$ cat config.mk
export PLATFORM = sky130hd
export DESIGN_NAME = instr_word_encoder
export DESIGN_NICKNAME = d
export VERILOG_FILES = /design/src/rtl/instr_word_encoder.sv
export SDC_FILE = /design/constraint.sdc
export NUM_CORES = 1
export LEC_CHECK = 0
export BUFFER_PORTS_ARGS = -buffer_cell sky130_fd_sc_hd__buf_4
export CAP_MARGIN = 25
export CORE_MARGIN = 3
export CORE_UTILIZATION = 30
export DETAILED_ROUTE_END_ITERATION = 16
export PLACE_DENSITY = 0.55
export SLEW_MARGIN = 0
export SYNTH_ARGS = -nofsm -noshare
export SYNTH_HDL_FRONTEND = slang
export SYNTH_SLANG_ARGS = --single-unit
$ cat constraint.sdc
create_clock -name clk -period 2.15 [get_ports clk]
set_input_delay 0.215 -clock clk [delete_from_list [all_inputs] [get_ports clk]]
set_output_delay 0.215 -clock clk [all_outputs]
set_load 0.005 [all_outputs]
$ cat src/rtl/instr_word_encoder.sv
// Builds RV32I instruction words from decoded fields and streams them into
// instruction memory through a stalling write port, tracking fill level and errors.
module instr_word_encoder #(
  parameter int ADDR_W    = 10,
  parameter int BASE_ADDR = 0
) (
  input  logic              clk,
  input  logic              rst,
  input  logic              start,
  input  logic              in_valid,
  output logic              in_ready,
  input  logic [3:0]        in_class,
  input  logic [4:0]        in_rd,
  input  logic [4:0]        in_rs1,
  input  logic [4:0]        in_rs2,
  input  logic [2:0]        in_funct3,
  input  logic [6:0]        in_funct7,
  input  logic [31:0]       in_imm,
  output logic              mem_we,
  input  logic              mem_ready,
  output logic [ADDR_W-1:0] mem_addr,
  output logic [31:0]       mem_wdata,
  output logic [ADDR_W:0]   words_written,
  output logic              full,
  output logic              err,
  output logic [1:0]        err_code,
  output logic              busy,
  output logic [1:0]        dbg_state
);

  // Handshakes: a request transfers on a rising edge where in_valid & in_ready;
  // a memory write transfers where mem_we & mem_ready, with mem_addr/mem_wdata
  // held stable from the first cycle mem_we is high until that transfer.

  typedef enum logic [1:0] {
    S_IDLE  = 2'd0,
    S_WRITE = 2'd1,
    S_ERR   = 2'd2
  } state_t;

  localparam logic [6:0] OP_R      = 7'b0110011;
  localparam logic [6:0] OP_IMM    = 7'b0010011;
  localparam logic [6:0] OP_LOAD   = 7'b0000011;
  localparam logic [6:0] OP_STORE  = 7'b0100011;
  localparam logic [6:0] OP_BRANCH = 7'b1100011;
  localparam logic [6:0] OP_JAL    = 7'b1101111;
  localparam logic [6:0] OP_JALR   = 7'b1100111;
  localparam logic [6:0] OP_LUI    = 7'b0110111;
  localparam logic [6:0] OP_AUIPC  = 7'b0010111;

  localparam logic [1:0] CODE_NONE  = 2'b00;
  localparam logic [1:0] CODE_CLASS = 2'b01;
  localparam logic [1:0] CODE_RANGE = 2'b10;
  localparam logic [1:0] CODE_ALIGN = 2'b11;

  localparam logic [ADDR_W:0]   FULL_COUNT = {1'b1, {ADDR_W{1'b0}}};
  localparam logic [ADDR_W-1:0] BASE       = ADDR_W'(BASE_ADDR);

  state_t              state_q, state_d;
  logic [ADDR_W-1:0]   addr_q, addr_d;
  logic [31:0]         wdata_q, wdata_d;
  logic [ADDR_W:0]     count_q, count_d;
  logic                err_q, err_d;
  logic [1:0]          code_q, code_d;

  logic [31:0] enc_word;
  logic [1:0]  enc_code;
  logic        illegal, misaligned, range_bad;
  logic        fits12, fits13, fits21, is_shift;
  logic        full_w, accept;

  // Immediate fits when all bits above the field width equal its sign bit.
  assign fits12   = (in_imm[31:11] == {21{in_imm[11]}});
  assign fits13   = (in_imm[31:12] == {20{in_imm[12]}});
  assign fits21   = (in_imm[31:20] == {12{in_imm[20]}});
  assign is_shift = (in_funct3 == 3'b001) || (in_funct3 == 3'b101);

  always_comb begin
    enc_word   = 32'd0;
    illegal    = 1'b0;
    misaligned = 1'b0;
    range_bad  = 1'b0;
    case (in_class)
      4'd0: enc_word = {in_funct7, in_rs2, in_rs1, in_funct3, in_rd, OP_R};
      4'd1: begin
        if (is_shift) begin
          enc_word  = {in_funct7, in_imm[4:0], in_rs1, in_funct3, in_rd, OP_IMM};
          range_bad = |in_imm[31:5];
        end else begin
          enc_word  = {in_imm[11:0], in_rs1, in_funct3, in_rd, OP_IMM};
          range_bad = ~fits12;
        end
      end
      4'd2: begin
        enc_word  = {in_imm[11:0], in_rs1, in_funct3, in_rd, OP_LOAD};
        range_bad = ~fits12;
      end
      4'd3: begin
        enc_word  = {in_imm[11:5], in_rs2, in_rs1, in_funct3, in_imm[4:0], OP_STORE};
        range_bad = ~fits12;
      end
      4'd4: begin
        enc_word   = {in_imm[12], in_imm[10:5], in_rs2, in_rs1, in_funct3,
                      in_imm[4:1], in_imm[11], OP_BRANCH};
        misaligned = in_imm[0];
        range_bad  = ~fits13;
      end
      4'd5: begin
        enc_word   = {in_imm[20], in_imm[10:1], in_imm[11], in_imm[19:12], in_rd, OP_JAL};
        misaligned = in_imm[0];
        range_bad  = ~fits21;
      end
      4'd6: begin
        enc_word  = {in_imm[11:0], in_rs1, 3'b000, in_rd, OP_JALR};
        range_bad = ~fits12;
      end
      4'd7: begin
        enc_word  = {in_imm[31:12], in_rd, OP_LUI};
        range_bad = |in_imm[11:0];
      end
      4'd8: begin
        enc_word  = {in_imm[31:12], in_rd, OP_AUIPC};
        range_bad = |in_imm[11:0];
      end
      default: illegal = 1'b1;
    endcase
    if (illegal)         enc_code = CODE_CLASS;
    else if (misaligned) enc_code = CODE_ALIGN;
    else if (range_bad)  enc_code = CODE_RANGE;
    else                 enc_code = CODE_NONE;
  end

  assign full_w   = (count_q == FULL_COUNT);
  assign in_ready = (state_q == S_IDLE) && !full_w && !start;
  assign accept   = in_valid && in_ready;

  always_comb begin
    state_d = state_q;
    addr_d  = addr_q;
    wdata_d = wdata_q;
    count_d = count_q;
    err_d   = err_q;
    code_d  = code_q;
    case (state_q)
      S_IDLE, S_ERR: begin
        if (start) begin
          state_d = S_IDLE;
          addr_d  = BASE;
          count_d = '0;
          err_d   = 1'b0;
          code_d  = CODE_NONE;
        end else if (accept) begin
          if (enc_code != CODE_NONE) begin
            state_d = S_ERR;
            err_d   = 1'b1;
            code_d  = enc_code;
          end else begin
            state_d = S_WRITE;
            wdata_d = enc_word;
          end
        end
      end
      S_WRITE: begin
        // start is deliberately ignored here so the pending word always lands.
        if (mem_ready) begin
          state_d = S_IDLE;
          addr_d  = addr_q + 1'b1;
          count_d = full_w ? count_q : count_q + 1'b1;
        end
      end
      default: state_d = S_IDLE;
    endcase
  end

  always_ff @(posedge clk) begin
    if (rst) begin
      state_q <= S_IDLE;
      addr_q  <= BASE;
      wdata_q <= 32'd0;
      count_q <= '0;
      err_q   <= 1'b0;
      code_q  <= CODE_NONE;
    end else begin
      state_q <= state_d;
      addr_q  <= addr_d;
      wdata_q <= wdata_d;
      count_q <= count_d;
      err_q   <= err_d;
      code_q  <= code_d;
    end
  end

  assign mem_we        = (state_q == S_WRITE);
  assign mem_addr      = addr_q;
  assign mem_wdata     = wdata_q;
  assign words_written = count_q;
  assign full          = full_w;
  assign err           = err_q;
  assign err_code      = code_q;
  assign busy          = (state_q != S_IDLE);
  assign dbg_state     = state_q;

endmodule

After elaboration in Yosys (flattened, before gate mapping)
Cells that the tools add are included.

storage, ports and cells
  register bits after elaboration = 58
  latch bits = 0
  memory bits (writable) = 0
  bits in read-only memories = 0
  input port bits = 66
  output and inout bits = 62
  word-level logic and storage cells = 84
  memories kept = 0

operators by class
  add/sub/neg operators = 2
  multiply operators = 0
  div/mod/pow operators = 0
  magnitude comparators = 0
  equality and inequality tests = 20
  shift operators = 0
  muxes and demuxes = 26
  bitwise gates (word level) = 5
  reductions and logical operators = 25

operators by type and width
  kind                                                             count
  32-bit case mux with 9 select lines                              1
  11-bit 2-to-1 mux                                                3
  32-bit 2-to-1 mux                                                1
  27-bit OR reduction                                              1
  11-bit case mux with 2 select lines                              1
  20-bit == test                                                   1
  10-bit 2-to-1 mux                                                2
  2-bit 2-to-1 mux                                                 10
  10-bit case mux with 2 select lines                              1
  19-bit == test                                                   1
  4-bit by 3-bit == test with 1-bit output, second input constant  4
  12-bit OR reduction                                              1
  11-bit by 1-bit adder with 11-bit output, second input constant  1
  11-bit == test                                                   1
  11-bit == test, second input constant                            1
  10-bit by 1-bit adder with 10-bit output, second input constant  1
  2-bit nonzero test                                               5
  9-bit OR reduction                                               1
  4-bit by 2-bit == test with 1-bit output, second input constant  2
  4-bit AND reduction                                              2
  3-bit AND reduction                                              2
  2-bit OR reduction                                               3
  1-bit 2-to-1 mux                                                 5
  1-bit NOT                                                        5
  other kinds (18)                                                 22

Depth between registers and ports, before layout
  word-level depth = 12
  depth in mapped cells = 9
  mapped depth without buffers = 8

Worst setup path before layout
OpenSTA, ideal clock, no wires.

  kind = reg2reg
  start point = reg count_q[0], in the netlist words_written[0]
  end point = reg wdata_q[16], in the netlist mem_wdata[16]
  setup time = 0.121 ns
  arrival time = 2.246 ns
  data required time = 2.029 ns
  slack = -0.217 ns
  cell stages (with the launch flop) = 9
  path buffers = 1
  period minus slack after synthesis = 2.367 ns
  path through = dfxtp_1 -> inv_1 -> ha_1 -> nor2b_1 -> and4_1 -> or4b_1 -> nand4b_4 -> buf_6 -> mux2_4

between the ends
  longest elaborated chain between the ends = 6

RTL lines
  element                          line  source
  start, declared                  62    logic [ADDR_W:0] count_q, count_d;
  start signal, assigned           187   count_q <= count_d;
  11-bit == test                   133   assign full_w = (count_q == FULL_COUNT);
  net full                         24    output logic full,
  1-bit logical NOT                134   assign in_ready = (state_q == S_IDLE) && !full_w && !start;
  1-bit logical AND (2 in series)  134
  1-bit logical AND                135   assign accept = in_valid && in_ready;
  4-bit AND reduction (no line)    n/a
  end signal, assigned             186   wdata_q <= wdata_d;
  end, declared                    61    logic [31:0] wdata_q, wdata_d;

The timed path passes the listed nets, and every way through them passes these cells.
A chain may end at the register's enable or synchronous reset.

Worst setup path in the final report
  start point = reg count_q[0], in the netlist words_written[0]
  end point = reg wdata_q[9], in the netlist mem_wdata[9]

between the ends
  longest elaborated chain between the ends = 6

RTL lines
  element                          line
  11-bit == test                   133
  1-bit logical NOT                134
  1-bit logical AND (2 in series)  134
  1-bit logical AND                135
  4-bit AND reduction (no line)    n/a

No other way between the ends.

==> run metrics <==
outcome complete, but fails checks; violated checks setup timing; synthesized instance count 485; Antenna Cells 0; max_cap viols 0; Post-DRT Antenna Nets 0; commonest non-fill, non-tap cell in the layout buf_4; Max rail drop VDD just over 300 µV; ys async rst share 0%; DIE AREA about 0.015 mm²; P_int approximately 2.2 mW; yosys warns 0; part of the power in registers a little over a third; synthesized cell area between 0.003 and 0.004 mm²; clock period minus worst slack between 2000 and 2500 ps; Die X around 120 µm; max layer used met4; placed cell count 811; ys flop type dfxtp_1; hold path depth 3; TNS Setup -695 ps; total CTS buffers 9; Req. time, crit path 2360 ps; CP Class register to register; Max FO, Critical Path 16; Final Power just under 3 mW; Top-Level Pins approximately 130; commonest non-fill, non-tap cells in the layout buf_4 (185), dfxtp_1 (55), nor2_1 (51); met2 WL between 5000 and 6000 µm; row cnt between 40 and 50; Final Hold Fails 0; measured slew at the worst slew-check pin 685 ps; Critical Path AT 2410 ps; Vias/cell 4.98; HPWL after DPL just under 10000 µm; slowest CP cell or4b_4; Initial DRC Count between 150 and 200; vias in the first global route 4090; RD Place Congestion ~0.86; Residual DRC 0; max frequency roughly 450 MHz; CP endpoint kind register; Bufs on Longest Clock Path 2; register area share after synthesis just under 30%; fin crit share 102%; worst hold path class input port to register; Synth Net Count between 500 and 600; I/O Buffers between 100 and 150; core area around 0.013 mm²; post-layout util between 40% and 50%; Initial Util ~31%; CTS tree yes; first-pass GRT wire length roughly 20000 µm; average size of a mapped cell 8.15 µm²; worst-path cell chain inv_2 > ha_4 > nor2b_4 > and4_4 > or4b_4 > nand4b_4 > buf_12 > mux2_4; DRT Wirelength roughly 13000 µm; Skew-Pair Late Insertion Delay roughly 320 ps; CTS clock-pin slew for the worst setup and hold paths 50 ps; Clock Sinks 57; synth unique cells 58; Gate power share about a fifth; vias between 4000 and 5000; endpoints failing setup 21; CP peak stage delay 570 ps; Clock power frac 43.3%; H-tree depth reported by CTS 3; relative slew slack a little over half; Psw around 0.82 mW; largest net degree at the start of global routing 73; final cell count without fillers between 800 and 900; die span in y between 100 and 150 µm; register bit total from synthesis between 50 and 60; Sw Share between 20 and 30%; Post-synth EDFFs 0; Root Buffer clkbuf_16; WL met3 around 870 µm; Pwr Density 514 mW/mm²; CP startpoint kind register; r2r worst-path depth 8; Tot GR Track Use between 15 and 20%; drt pass-1 iters 4; layout cell share with drive strength beyond 1 37.2%; Syn-to-layout area delta 46.1%; Setup Skew between 6 and 7 ps; Leak around 2.6 nW; metal1 wirelength approximately 6000 µm; setup ws final -53.6 ps; DR WL/cell ~15 µm; RSZ-0062 raised after global routing true; Max Transition Viols Final 0; gr ovfl total 0; final net count slightly above 700; antenna violations before repair 0
-- cell usage after synthesis (all sizes together) (5+ instances only) --
library cell,instances,share of area [%]
o22a,5,1.1
xor2,10,2.2
nand4,11,1.7
nor3,8,1.0
dfxtp,57,29
nand2,20,1.9
nor4,5,0.95
o21ai,15,1.9
a22oi,8,1.5
a211oi,9,1.8
nand4b,8,2.2
mux2i,24,6.1
mux2,23,8.4
nand2b,22,3.5
buf,14,2.0
inv,7,0.67
nand3,11,1.4
nor2b,45,7.1
a21oi,50,6.3
nor2,51,4.8
or3,8,1.3
clkbuf,21,2.0
-- power groups by stage --
stage                     Clock [mW]  Combinational (mW)  Sequential, mW
after floorplan                    0               0.296            1.11
after global placement             0               0.582            1.11
after detailed placement           0               0.591            1.11
after CTS                       1.33               0.596            1.08
after global routing            1.39               0.652            1.09
final                           1.29               0.597            1.08
-- sequential cells by signal (all words and copies together), names as in the netlist --
register	cells
mem_wdata	31
words_written	11
mem_addr	10
dbg_state	2
err_code	2
err	1
-- cells by family (layout without fill, tap and decap cells) --
| family | after synthesis | count (layout) | synth area share [%] |
|---|---|---|---|
| AO/OA/AOI/OAI | 111 | 111 | 17.9 |
| adder cells (fa/ha/maj) | 4 | 4 | 1.27 |
| flip-flops | 57 | 57 | 28.9 |
| AND/OR/NAND/NOR | 211 | 211 | 30.0 |
| buffers and inverters | 42 | 213 | 4.69 |
| XOR/XNOR | 13 | 13 | 2.88 |
| multiplexers | 47 | 47 | 14.4 |
-- layer usage --
metal	GRT usage, %	vias up
li1	-	2084
met1	22.7	1908
met2	27.9	122
met3	5.52	11
met4	4.11	0
met5	0	-
-- stage by stage --
stage	hold slack [ps]	instance area, µm²	setup slack, ps
floorplan	397	3980	-47.8
global placement	440	5470	-103
detailed placement	458	5470	-142
CTS	196	5760	-48.8
global route	234	5770	-133
finish	238	5770	-53.6
-- timing repair --
item / 4_1_cts / 5_1_grt
setup buffers: 1 / 0
resized for setup: 2 / 5
endpoints found under the setup margin: 28 / 31
hold buffers: 0 / 0
hold endpoints to repair: 0 / 0
pin swaps: 0 / 3
-- worst paths after layout --
path | start | endpoint | slack (ps)
worst max-delay path | words_written[0] | mem_wdata[9] | -50
worst min-delay path | mem_ready | dbg_state[0] | 240
worst max register to register | words_written[0] | mem_wdata[9] | -50
worst min register to register | err | err | 470
-- worst max-delay path, delay by kind of cell (launching register included) --
kind / cells / cell delay, ps
adder cells (fa/ha/maj): 1 / 140
multiplexers: 1 / 300
flip-flops: 1 / 330
buffers and inverters: 2 / 250
AND/OR/NAND/NOR: 4 / 1050
-- area by class of cell --
type,instances,area (µm²)
clock buffers,10,229
clock inverters,6,35.0
fillers,1268,7000
inverters,7,26.3
multi-input cells,386,2660
flip-flops and latches,57,1140
well taps,172,215
repair buffers,190,1460
Note: power is estimated with default switching activity, not from simulation.
